==> src/rtl/lampfpu_div_arbiter_if.sv <==
// Requester-side bundle of the shared FP divider arbiter: request and response
// handshakes. The master modport is the requester side and the slave modport is the arbiter side.
interface lampfpu_div_arbiter_if #(
    parameter int NUM_REQ = 4,
    parameter int DW      = 16
);
    logic [NUM_REQ-1:0]    req_valid_i;
    logic [NUM_REQ-1:0]    req_ready_o;
    logic [NUM_REQ*DW-1:0] req_op1_i;
    logic [NUM_REQ*DW-1:0] req_op2_i;
    logic [NUM_REQ-1:0]    req_rnd_i;
    logic [NUM_REQ-1:0]    rsp_valid_o;
    logic [NUM_REQ-1:0]    rsp_ready_i;
    logic [DW-1:0]         rsp_data_o;

    modport master (
        output req_valid_i, req_op1_i, req_op2_i, req_rnd_i, rsp_ready_i,
        input  req_ready_o, rsp_valid_o, rsp_data_o
    );

    modport slave (
        input  req_valid_i, req_op1_i, req_op2_i, req_rnd_i, rsp_ready_i,
        output req_ready_o, rsp_valid_o, rsp_data_o
    );
endinterface

==> src/rtl/lampfpu_div_arbiter.sv <==
// Round-robin arbiter sharing one FP divider (do/padv handshake) among NUM_REQ requesters.
// Define LAMPFPU_DIV_ARB_STATS_EN to enable the per-requester saturating grant counters on gnt_cnt_o.
module lampfpu_div_arbiter #(
    parameter int NUM_REQ = 4,
    parameter int DW      = 16
) (
    input  logic                  clk,
    input  logic                  rst,
    lampfpu_div_arbiter_if.slave  req,
    output logic                  busy_o,
    output logic                  div_do_o,
    output logic                  div_padv_o,
    output logic                  div_rnd_o,
    output logic [DW-1:0]         div_op1_o,
    output logic [DW-1:0]         div_op2_o,
    input  logic [DW-1:0]         div_result_i,
    input  logic                  div_valid_i,
    input  logic                  div_ready_i,
    output logic [NUM_REQ*8-1:0]  gnt_cnt_o
);
    localparam int IW = (NUM_REQ > 1) ? $clog2(NUM_REQ) : 1;

    typedef enum logic [1:0] {IDLE, ISSUE, WAIT, RESP} state_t;

    state_t             r_state, w_next;
    logic [IW-1:0]      r_ptr, r_idx, w_win, w_ptr_nxt;
    logic [DW-1:0]      r_op1, r_op2, r_res;
    logic               r_rnd;
    logic               w_any, w_start, w_rsp_hs, w_rnd;
    logic [NUM_REQ-1:0] w_win_oh, w_idx_oh;
    logic [DW-1:0]      w_op1, w_op2;

    // Winner is the first valid requester at or after r_ptr, wrapping around.
    always_comb begin
        w_win = '0;
        w_any = 1'b0;
        for (int unsigned k = 0; k < NUM_REQ; k++) begin
            for (int unsigned i = 0; i < NUM_REQ; i++) begin
                if (!w_any && req.req_valid_i[i] && (((32'(r_ptr) + k) % NUM_REQ) == i)) begin
                    w_win = IW'(i);
                    w_any = 1'b1;
                end
            end
        end
    end

    always_comb begin
        w_win_oh = '0;
        w_idx_oh = '0;
        w_op1    = '0;
        w_op2    = '0;
        w_rnd    = 1'b0;
        for (int unsigned i = 0; i < NUM_REQ; i++) begin
            if (w_win == IW'(i)) begin
                w_win_oh[i] = 1'b1;
                w_op1       = req.req_op1_i[i*DW +: DW];
                w_op2       = req.req_op2_i[i*DW +: DW];
                w_rnd       = req.req_rnd_i[i];
            end
            if (r_idx == IW'(i)) begin
                w_idx_oh[i] = 1'b1;
            end
        end
    end

    assign w_start   = (r_state == IDLE) && w_any && div_ready_i && !div_valid_i && !rst;
    assign w_rsp_hs  = (r_state == RESP) && |(req.rsp_ready_i & w_idx_oh) && !rst;
    assign w_ptr_nxt = (32'(w_win) == NUM_REQ - 1) ? '0 : w_win + 1'b1;

    always_ff @(posedge clk) begin
        if (rst) begin
            r_state <= IDLE;
        end else begin
            r_state <= w_next;
        end
    end

    always_comb begin
        w_next = r_state;
        case (r_state)
            IDLE:    if (w_start) w_next = ISSUE;
            ISSUE:   w_next = WAIT;
            WAIT:    if (div_valid_i) w_next = RESP;
            RESP:    if (w_rsp_hs) w_next = IDLE;
            default: w_next = IDLE;
        endcase
    end

    always_comb begin
        busy_o          = (r_state != IDLE);
        div_do_o        = (r_state == ISSUE);
        div_padv_o      = w_rsp_hs;
        req.req_ready_o = w_start ? w_win_oh : '0;
        req.rsp_valid_o = (r_state == RESP) ? w_idx_oh : '0;
        req.rsp_data_o  = r_res;
        div_op1_o       = r_op1;
        div_op2_o       = r_op2;
        div_rnd_o       = r_rnd;
    end

    // Operands and grant index stay latched until the next grant, so the divider sees them stable.
    always_ff @(posedge clk) begin
        if (rst) begin
            r_ptr <= '0;
            r_idx <= '0;
            r_op1 <= '0;
            r_op2 <= '0;
            r_rnd <= 1'b0;
            r_res <= '0;
        end else begin
            if (w_start) begin
                r_ptr <= w_ptr_nxt;
                r_idx <= w_win;
                r_op1 <= w_op1;
                r_op2 <= w_op2;
                r_rnd <= w_rnd;
            end
            if ((r_state == WAIT) && div_valid_i) begin
                r_res <= div_result_i;
            end
        end
    end

`ifdef LAMPFPU_DIV_ARB_STATS_EN
    for (genvar gi = 0; gi < NUM_REQ; gi++) begin : g_cnt
        logic [7:0] r_cnt;
        always_ff @(posedge clk) begin
            if (rst) begin
                r_cnt <= '0;
            end else if (req.req_ready_o[gi] && (r_cnt != '1)) begin
                r_cnt <= r_cnt + 8'd1;
            end
        end
        assign gnt_cnt_o[gi*8 +: 8] = r_cnt;
    end
`else
    assign gnt_cnt_o = '0;
`endif
endmodule

==> src/flat_wrapper.sv <==
// flat-port wrapper written by rule: the top's interface ports become plain ports
module lampfpu_div_arbiter_flat 
#(
    parameter int NUM_REQ = 4,
    parameter int DW      = 16
)
  (clk, rst, busy_o, div_do_o, div_padv_o, div_rnd_o, div_op1_o, div_op2_o, div_result_i, div_valid_i, div_ready_i, gnt_cnt_o, req_req_valid_i, req_req_op1_i, req_req_op2_i, req_req_rnd_i, req_rsp_ready_i, req_req_ready_o, req_rsp_valid_o, req_rsp_data_o);
  lampfpu_div_arbiter_if #(.NUM_REQ(NUM_REQ), .DW(DW)) req_i ();
  input  logic clk;
  input  logic rst;
  output logic busy_o;
  output logic div_do_o;
  output logic div_padv_o;
  output logic div_rnd_o;
  output logic [DW-1:0] div_op1_o;
  output logic [DW-1:0] div_op2_o;
  input  logic [DW-1:0] div_result_i;
  input  logic div_valid_i;
  input  logic div_ready_i;
  output logic [NUM_REQ*8-1:0] gnt_cnt_o;
  input wire logic [$bits(req_i.req_valid_i)-1:0] req_req_valid_i;
  input wire logic [$bits(req_i.req_op1_i)-1:0] req_req_op1_i;
  input wire logic [$bits(req_i.req_op2_i)-1:0] req_req_op2_i;
  input wire logic [$bits(req_i.req_rnd_i)-1:0] req_req_rnd_i;
  input wire logic [$bits(req_i.rsp_ready_i)-1:0] req_rsp_ready_i;
  output wire logic [$bits(req_i.req_ready_o)-1:0] req_req_ready_o;
  output wire logic [$bits(req_i.rsp_valid_o)-1:0] req_rsp_valid_o;
  output wire logic [$bits(req_i.rsp_data_o)-1:0] req_rsp_data_o;
  assign req_i.req_valid_i = req_req_valid_i;
  assign req_i.req_op1_i = req_req_op1_i;
  assign req_i.req_op2_i = req_req_op2_i;
  assign req_i.req_rnd_i = req_req_rnd_i;
  assign req_i.rsp_ready_i = req_rsp_ready_i;
  assign req_req_ready_o = req_i.req_ready_o;
  assign req_rsp_valid_o = req_i.rsp_valid_o;
  assign req_rsp_data_o = req_i.rsp_data_o;
  lampfpu_div_arbiter #(.NUM_REQ(NUM_REQ), .DW(DW)) u_core (.clk(clk), .rst(rst), .req(req_i), .busy_o(busy_o), .div_do_o(div_do_o), .div_padv_o(div_padv_o), .div_rnd_o(div_rnd_o), .div_op1_o(div_op1_o), .div_op2_o(div_op2_o), .div_result_i(div_result_i), .div_valid_i(div_valid_i), .div_ready_i(div_ready_i), .gnt_cnt_o(gnt_cnt_o));
endmodule
==> config.mk <==
export PLATFORM = sky130hd
export DESIGN_NAME = lampfpu_div_arbiter_flat
export DESIGN_NICKNAME = d
export VERILOG_FILES = /design/src/rtl/lampfpu_div_arbiter_if.sv /design/src/rtl/lampfpu_div_arbiter.sv /design/src/flat_wrapper.sv
export SDC_FILE = /design/constraint.sdc
export NUM_CORES = 1
export LEC_CHECK = 0
export CAP_MARGIN = 0
export CORE_ASPECT_RATIO = 1.4
export CORE_MARGIN = 2
export CORE_UTILIZATION = 29
export CTS_CLUSTER_DIAMETER = 50
export DETAILED_ROUTE_END_ITERATION = 8
export GPL_ROUTABILITY_DRIVEN = 0
export PLACE_DENSITY = 0.7
export SYNTH_ARGS = -nofsm -noshare
export SYNTH_HDL_FRONTEND = slang
export SYNTH_SLANG_ARGS = --single-unit
==> constraint.sdc <==
create_clock -name clk -period 3.1 [get_ports clk]
set_clock_uncertainty 0.05 [all_clocks]
set_input_delay 0.465 -clock clk [delete_from_list [all_inputs] [get_ports clk]]
set_output_delay 0.465 -clock clk [all_outputs]
set_load 0.02 [all_outputs]
# Word-level counts from Yosys, hierarchy flattened
# Cells that the tools add are included.
# classes
addsub	4
multipliers	0
n_div	0
n_lt_le_gt_ge	0
n_eq_ne	24
n_shift	0
muxes	58
bitwise	1
reduce_logical	65
# ops
cell	n
32-bit zero test	4
16-bit 2-to-1 mux	8
1-bit logical AND	38
2-bit 2-to-1 mux	18
1-bit 2-to-1 mux	29
2-bit equality test, second input constant	14
1-bit zero test	17
2-bit by 1-bit equality test with 1-bit output, second input constant	7
4-bit 2-to-1 mux	2
2-bit one-hot mux with 4 select lines	1
2-bit zero test	3
2-bit by 1-bit adder with 2-bit output, second input constant	2
2-bit adder, second input constant	2
4-bit AND	1
2-bit inequality test, second input constant	2
4-bit OR reduction	1
3-bit AND reduction	1
2-bit by 1-bit inequality test with 1-bit output, second input constant	1
2-bit nonzero test	1
# word_totals
regBits	55
latchBits	0
ram_bits	0
romBits	0
inputBits	160
output_inout_bits	92
wordCells	159
mem_count	0

# Longest topological paths before layout
# Gate-level depths: netlist of run 1.
# depth
ltp_word	69
depth_mapped	11
ltp_nobuf	9

# Worst setup path before layout of run 1
# OpenSTA, ideal clock, no wires.
# synth_path
kind	input to output
startpoint	input port req_req_valid_i[2]
endpoint	output port req_req_ready_o[3]
arrival_time_ns	1.991
t_required_ns	2.585
setup_slack_ns	0.594
stages	7
n_path_buf	2
path_cell_list	mux2i_1 nor2_1 nor3_1 ha_1 clkbuf_1 clkbuf_1 and2_1
# synth_rtl
element	line	rtl
start, declared	flat_wrapper.sv:21	input wire logic [$bits(req_i.req_valid_i)-1:0] req_req_valid_i;
1-bit logical AND (2 in a row)	lampfpu_div_arbiter.sv:39	if (!w_any && req.req_valid_i[i] && (((32'(r_ptr) + k) % NUM_REQ) == i)) begin
1-bit 2-to-1 mux	lampfpu_div_arbiter.sv:39	
1-bit zero test	lampfpu_div_arbiter.sv:39	
1-bit logical AND (2 in a row)	lampfpu_div_arbiter.sv:39	
1-bit 2-to-1 mux	lampfpu_div_arbiter.sv:39	
1-bit zero test	lampfpu_div_arbiter.sv:39	
1-bit logical AND (2 in a row)	lampfpu_div_arbiter.sv:39	
1-bit 2-to-1 mux	lampfpu_div_arbiter.sv:39	
[39 not listed]	-	
1-bit 2-to-1 mux	lampfpu_div_arbiter.sv:39	
1-bit zero test	lampfpu_div_arbiter.sv:39	
1-bit logical AND (2 in a row)	lampfpu_div_arbiter.sv:39	
2-bit 2-to-1 mux (*)	lampfpu_div_arbiter.sv:39	
via u_core.w_win[0]	lampfpu_div_arbiter.sv:26	logic [IW-1:0] r_ptr, r_idx, w_win, w_ptr_nxt;
2-bit equality test (*)	lampfpu_div_arbiter.sv:54	if (w_win == IW'(i)) begin
1-bit 2-to-1 mux (*)	lampfpu_div_arbiter.sv:54	
4-bit 2-to-1 mux (*)	lampfpu_div_arbiter.sv:93	req.req_ready_o = w_start ? w_win_oh : '0;
end, declared	flat_wrapper.sv:26	output wire logic [$bits(req_i.req_ready_o)-1:0] req_req_ready_o;
# The timed path passes the listed nets; every way through them passes the cells marked *.

# Worst setup path after layout of run 1
# layout_path
startpoint	input port req_req_valid_i[0]
endpoint	output port req_req_ready_o[3]
# layout_rtl
element	line
1-bit logical AND	lampfpu_div_arbiter.sv:39
1-bit 2-to-1 mux	lampfpu_div_arbiter.sv:39
1-bit zero test	lampfpu_div_arbiter.sv:39
1-bit logical AND (2 in a row)	lampfpu_div_arbiter.sv:39
1-bit 2-to-1 mux	lampfpu_div_arbiter.sv:39
1-bit zero test	lampfpu_div_arbiter.sv:39
1-bit logical AND (2 in a row)	lampfpu_div_arbiter.sv:39
1-bit 2-to-1 mux	lampfpu_div_arbiter.sv:39
[47 not listed]	-
1-bit 2-to-1 mux	lampfpu_div_arbiter.sv:39
1-bit zero test	lampfpu_div_arbiter.sv:39
1-bit logical AND (2 in a row)	lampfpu_div_arbiter.sv:39
2-bit 2-to-1 mux (*)	lampfpu_div_arbiter.sv:39
via u_core.w_win[1]	lampfpu_div_arbiter.sv:26
2-bit equality test (*)	lampfpu_div_arbiter.sv:54
1-bit 2-to-1 mux (*)	lampfpu_div_arbiter.sv:54
4-bit 2-to-1 mux (*)	lampfpu_div_arbiter.sv:93
# Marks and branches as above.

==> results of run 1 <==
Yosys cell counts, drive strengths merged:
cell type,instances,area (um2)
a211oi,2,15.01
a21oi,20,100.1
a221oi,34,297.8
a22oi,1,7.510
and2,5,31.28
and3,2,12.51
and3b,1,8.760
buf,43,301.5
clkbuf,27,101.4
conb,1,3.750
dfxtp,55,1101
ha,9,112.6
inv,9,33.78
mux2,2,22.52
mux2i,2,20.02
nand2,72,270.3
nand3,1,5.000
nand4bb,1,27.53
nor2,40,152.6
nor2b,35,219.0
nor3,35,175.2
nor3b,2,15.01
nor4,1,6.260
o21a,1,7.510
o21ai,2,10.01
o221a,1,11.26
o22ai,1,6.260
o311a,33,330.3
or2,1,8.760
or4,1,7.510
power by group through the flow:
| stage | Combinational, mW | Clock [mW] | Sequential (mW) |
|---|---|---|---|
| floorplan | 0.549 | 0 | 0.925 |
| global placement | 1.08 | 0 | 0.847 |
| detailed placement | 1.11 | 0 | 0.851 |
| CTS | 1.12 | 0.600 | 0.836 |
| global route | 1.21 | 0.622 | 0.845 |
| finish | 1.11 | 0.579 | 0.836 |
sequential cells by signal, indices dropped and copies added (netlist names):
name                   cells
u_core.div_op1_o          16
u_core.div_op2_o          16
u_core.div_rnd_o           1
u_core.r_idx               2
u_core.r_ptr               2
u_core.r_state             2
u_core.req.rsp_data_o     16
per-layer routing:
layer	track usage	vias up
met1	0.2060	1837
li1	-	1905
met4	0.05000	0
met2	0.3695	178
met3	0.04556	16
met5	0	-
final timing paths:
kind / start / end / cells past startpoint
max: req_req_valid_i[0] / req_req_ready_o[3] / 8
min: u_core.req.rsp_data_o[6] / u_core.req.rsp_data_o[6] / 2
max reg2reg: u_core.r_ptr[1] / u_core.div_op1_o[5] / 12
min reg2reg: u_core.req.rsp_data_o[6] / u_core.req.rsp_data_o[6] / 2
through the flow:
step	hold slack, ns	power (mW)	setup WS, ns	instance area (um2)	utilization
CTS	0.4079	2.552	0.02387	5793	0.5083
floorplan	0.4177	1.473	0.5936	3538	-
global route	0.4251	2.678	0.02352	5798	0.5088
finish	0.4048	2.520	0.1276	5798	0.5088
detailed placement	0.3970	1.962	0.03399	5643	0.4952
global placement	0.3934	1.932	0.07851	5643	0.4952
cell type report:
class,count,area share
Timing Repair Buffer,233,0.4001
Multi-Input combinational cell,337,0.3472
Sequential cell,55,0.1899
Tap cell,144,0.03107
Clock buffer,5,0.02158
Inverter,9,0.005827
Clock inverter,3,0.004316
kinds of logic after synthesis:
| logic type | after synthesis | synth area share |
|---|---|---|
| compound gates | 95 | 0.2296 |
| other cells | 1 | 0.001096 |
| fa+ha+maj | 9 | 0.03291 |
| mux | 4 | 0.01243 |
| flops | 55 | 0.3218 |
| simple gates | 197 | 0.2746 |
| buf+inv | 79 | 0.1276 |
what timing repair did:
| item | in CTS | in global routing |
|---|---|---|
| gates resized for setup | 0 | 2 |
| setup endpoints to repair | 0 | 2 |
| hold buffers | 0 | 0 |
worst reg2reg max path, stage by stage (launching register included):
cell and delay (ns):
dfxtp_1 0.44, mux2i_1 0.21, nor2_1 0.07, nor3_1 0.18, buf_4 0.15, inv_1 0.05
ha_1 0.20, buf_4 0.14, nor2b_2 0.16, buf_12 0.17, a221oi_1 0.38, o311a_1 0.19
nor3_1 0.05
==> metrics, run 1 <==
maximum root-to-sink buffer count=2; Clock transition at path regs=roughly 0.07 ns; delay-heaviest family, CP=buffers and inverters; count of different cell masters after synthesis=33; insertion delay to the later sink of the worst-skew pair=0.29 ns; worst-path cell chain=clkdlybuf4s50_1 > a21oi_1 > o21a_1 > o22ai_1 > inv_1 > ha_2 > and2_1 > clkdlybuf4s50_1; highest metal used=met4; CP dominant cell by count=clkdlybuf4s50_1; clock root buffer=clkbuf_16; FF+latch count, synth=55; Starting DRT DRC Count=between 150 and 200; clock tree from TritonCTS=built; WP data required=2.58 ns; CP arrival=2.46 ns; row count=46; Sink Count=55; P_sw=0.8805 mW; Setup Crit Path Kind=input port to output pin; die width=roughly 96 um; final net count=810; Largest stage delay, worst path=about 0.57 ns; Reg power frac=0.332; drt pass-1 iters=4; final setup vio count=0; Worst-Margin Slew=around 0.67 ns; Final Hold Vio Count=0; drt wl/cell=around 16 um; type of element launching the critical path=input port; register area share after synthesis=0.3218; met3 wire len=870 um; worst-path fanout max=4; setup TNS=0 ns; ANT nets after route=0; drt total wl=around 13000 um; first-pass GRT wire length=19380 um; H-tree depth=2; WP buf/inv=3; Power Dens Cells=roughly 430 nW/um2; vias per inst=5.008; GRT Resource Usage Total=0.1937; Leak=2.223 nW; internal power=1.639 mW; min-delay worst type=register to register; number of CTS-inserted buffers=5; Mapped Area=around 3400 um2; Initial Util=0.3003; Mapped Cells=440; final worst-path cycle share=0.9588; # Post-CTS Setup Buffers=0; RSZ-0062 raised after global routing=no; ant diodes=0; vias in the first global route=3908; Sw Share=0.3494; largest net degree at the start of global routing=67; crit path time final=2.972 ns; commonest non-fill, non-tap cell in the layout=clkdlybuf4s50_1; Max Cap Viol=0; Ports=252; layout cell share with drive strength beyond 1=0.05140; area used by multi-input combinational logic=2013 um2; number of synthesis warnings=0; drc violations=0; Register Area=1101 um2; maximum vdd ir drop=232.2 uV; Filler Cells Inserted=about 1100; Setup crit end kind=output pin; # port buffers=219; met2 WL=6834 um; core footprint=11400 um2; detailed placement HPWL=approximately 9400 um; routed length on met1=4692 um; Critical Path Slowest Stage Cell=clkdlybuf4s50_1; Comb power frac=0.439; R2R Setup Slk=roughly 0.53 ns; Clock Power Share=0.230; global route overflow=0; Placed Cells=778; Avg Cell Area, Syn=7.777 um2; initial antenna violation count=0; vias=roughly 4000; Post-Layout Cell Count=~800; relative slew slack=0.5553; area growth from synthesis to layout=69.43%; fmax=336.4 MHz; status=completed; Die ar.=12700 um2; most frequent cells in the layout=215 x clkdlybuf4s50_1, 72 x nand2_1, 55 x dfxtp_1; DIE HEIGHT=132.5 um; count of pins over their slew limit=0
Note: power is estimated with default switching activity, not from simulation.
==> run 2, diff against run 1 <==
--- a/config.mk
+++ b/config.mk
@@ -11,8 +11,7 @@
 export CORE_UTILIZATION = 29
 export CTS_CLUSTER_DIAMETER = 50
 export DETAILED_ROUTE_END_ITERATION = 8
-export GPL_ROUTABILITY_DRIVEN = 0
-export PLACE_DENSITY = 0.7
+export PLACE_DENSITY = 0.78
 export SYNTH_ARGS = -nofsm -noshare
 export SYNTH_HDL_FRONTEND = slang
 export SYNTH_SLANG_ARGS = --single-unit
==> metrics, run 2 (synthesized netlist as in run 1, its figures left out) <==
commonest non-fill, non-tap cell in the layout=clkdlybuf4s50_1; insertion delay to the later sink of the worst-skew pair=0.29 ns; min-delay worst type=register to register; internal power=1.721 mW; maximum root-to-sink buffer count=2; Ports=between 200 and 300; # port buffers=219; row count=46; clock root buffer=clkbuf_16; Hold Path Sink=u_core.req.rsp_data_o[1]; setup TNS=0 ns; most frequent cells in the layout=214 x clkdlybuf4s50_1, 72 x nand2_1, 55 x dfxtp_1; vias=3906; reg2reg path depth=12; layout cell share with drive strength beyond 1=0.05590; maximum vdd ir drop=256.2 uV; relative slew slack=0.5750; status=completed; Starting DRT DRC Count=150; Sw Share=0.3346; Comb power frac=0.427; type of element launching the critical path=input port; Register Area=1101 um2; number of CTS-inserted buffers=5; DIE HEIGHT=132.5 um; initial antenna violation count=0; reg2reg end=u_core.div_op2_o[8]; Filler Cells Inserted=1070; Leak=2.253 nW; GPL Wtd Cong=roughly 0.86; hold path cells=2; final setup vio count=0; Layout Utilization=0.5119; global route overflow=0; hold_sp=u_core.req.rsp_data_o[1]; crit path time final=2.878 ns; ANT nets after route=0; worst-path fanout max=5; Die ar.=12700 um2; Max Cap Viol=0; vias in the first global route=between 3000 and 4000; P_sw=0.8653 mW; count of pins over their slew limit=0; ant diodes=0; area used by multi-input combinational logic=2024 um2; GRT Resource Usage Total=0.1832; drt total wl=12280 um; Post-CTS Resized=4; vias per inst=4.957; Setup Crit Path Kind=input port to output pin; WP data required=2.58 ns; Clock transition at path regs=0.07 ns; RR Startpoint=u_core.r_ptr[1]; final net count=812; Worst-Margin Slew=0.6374 ns; # Post-CTS Setup Buffers=0; largest net degree at the start of global routing=67; fmax=347.5 MHz; Reg power frac=0.324; first-pass GRT wire length=18490 um; Final Hold Vio Count=0; clock tree from TritonCTS=built; final worst-path cycle share=0.9283; R2R Setup Slk=0.45 ns; CP arrival=2.36 ns; area growth from synthesis to layout=70.46%; Post-CTS Hold Fix Bufs=0; die width=approximately 96 um; Setup crit end kind=output pin; H-tree depth=2; drt pass-1 iters=4; drc violations=0; Power Dens Cells=443.4 nW/um2; core footprint=11400 um2; Clock Power Share=0.250; RSZ-0062 raised after global routing=no; Sink Count=55; drt wl/cell=~16 um; detailed placement HPWL=9572 um; Initial Util=0.3003
## run 2: changes by cell type in the layout (fill, tap and decap cells not counted), sizes merged
cell	before	now
clkdlybuf4s50	215	214
bufinv	0	1
buf	16	17
inv	9	10
dlygate4sd2	0	2
clkinv	2	0
## run 2: worst max-delay path, stage by stage
cell and delay, ns:
clkdlybuf4s50_1 0.55, nand2_1 0.08, a21oi_1 0.25, nor3_2 0.08
buf_4 0.16, inv_1 0.10, ha_2 0.19, and2_1 0.12
dlygate4sd2_1 0.36
## run 2: power groups by stage
stage	clock [mW]	combinational [mW]	sequential, mW
global route	0.688	1.19	0.848
finish	0.646	1.10	0.837
floorplan	0	0.549	0.925
CTS	0.670	1.11	0.838
global placement	0	1.08	0.849
detailed placement	0	1.10	0.853
## run 2: final cells by class
class                   instances  share of cell area
well taps                     144             0.03089
multi-input cells             337              0.3471
clock inverters                 3            0.007937
repair buffers                235              0.3981
inverters                       9            0.005792
flip-flops and latches         55              0.1888
clock buffers                   5             0.02145
## run 2: per-layer routing
| layer | up-vias | wire length [um] | track usage |
|---|---|---|---|
| met5 | - | 0 | 0 |
| met2 | 165 | 6507 | 0.3357 |
| met3 | 23 | 685 | 0.03189 |
| met4 | 0 | 314 | 0.06349 |
| met1 | 1810 | 4769 | 0.2070 |
| li1 | 1908 | - | - |
## run 2: worst max-delay path by stage
| stage | depth (start not counted) | slack, ns | start | endpoint |
|---|---|---|---|---|
| final | 9 | 0.22 | req_req_valid_i[0] | req_req_ready_o[2] |
| after global routing | 12 | 0.04 | req_req_valid_i[0] | u_core.div_op1_o[1] |
| after CTS | 8 | 0.03 | req_req_valid_i[0] | req_req_ready_o[3] |
| after detailed placement | 8 | -0.17 | req_req_valid_i[0] | req_req_ready_o[0] |
| after global placement | 8 | -0.11 | req_req_valid_i[0] | req_req_ready_o[0] |
| after floorplan | 7 | 0.59 | req_req_valid_i[2] | req_req_ready_o[3] |
## run 2: metrics by stage
step | setup slack, ns | hold slack, ns | total power [mW] | cell area [um2] | std cells
floorplan | 0.5936 | 0.4177 | 1.473 | 3538 | 471
global placement | -0.1081 | 0.3925 | 1.926 | 5648 | 780
detailed placement | -0.1697 | 0.3977 | 1.956 | 5648 | 780
CTS | 0.02960 | 0.4083 | 2.616 | 5828 | 788
global route | 0.03663 | 0.4278 | 2.726 | 5833 | 788
finish | 0.2224 | 0.4044 | 2.586 | 5833 | 788
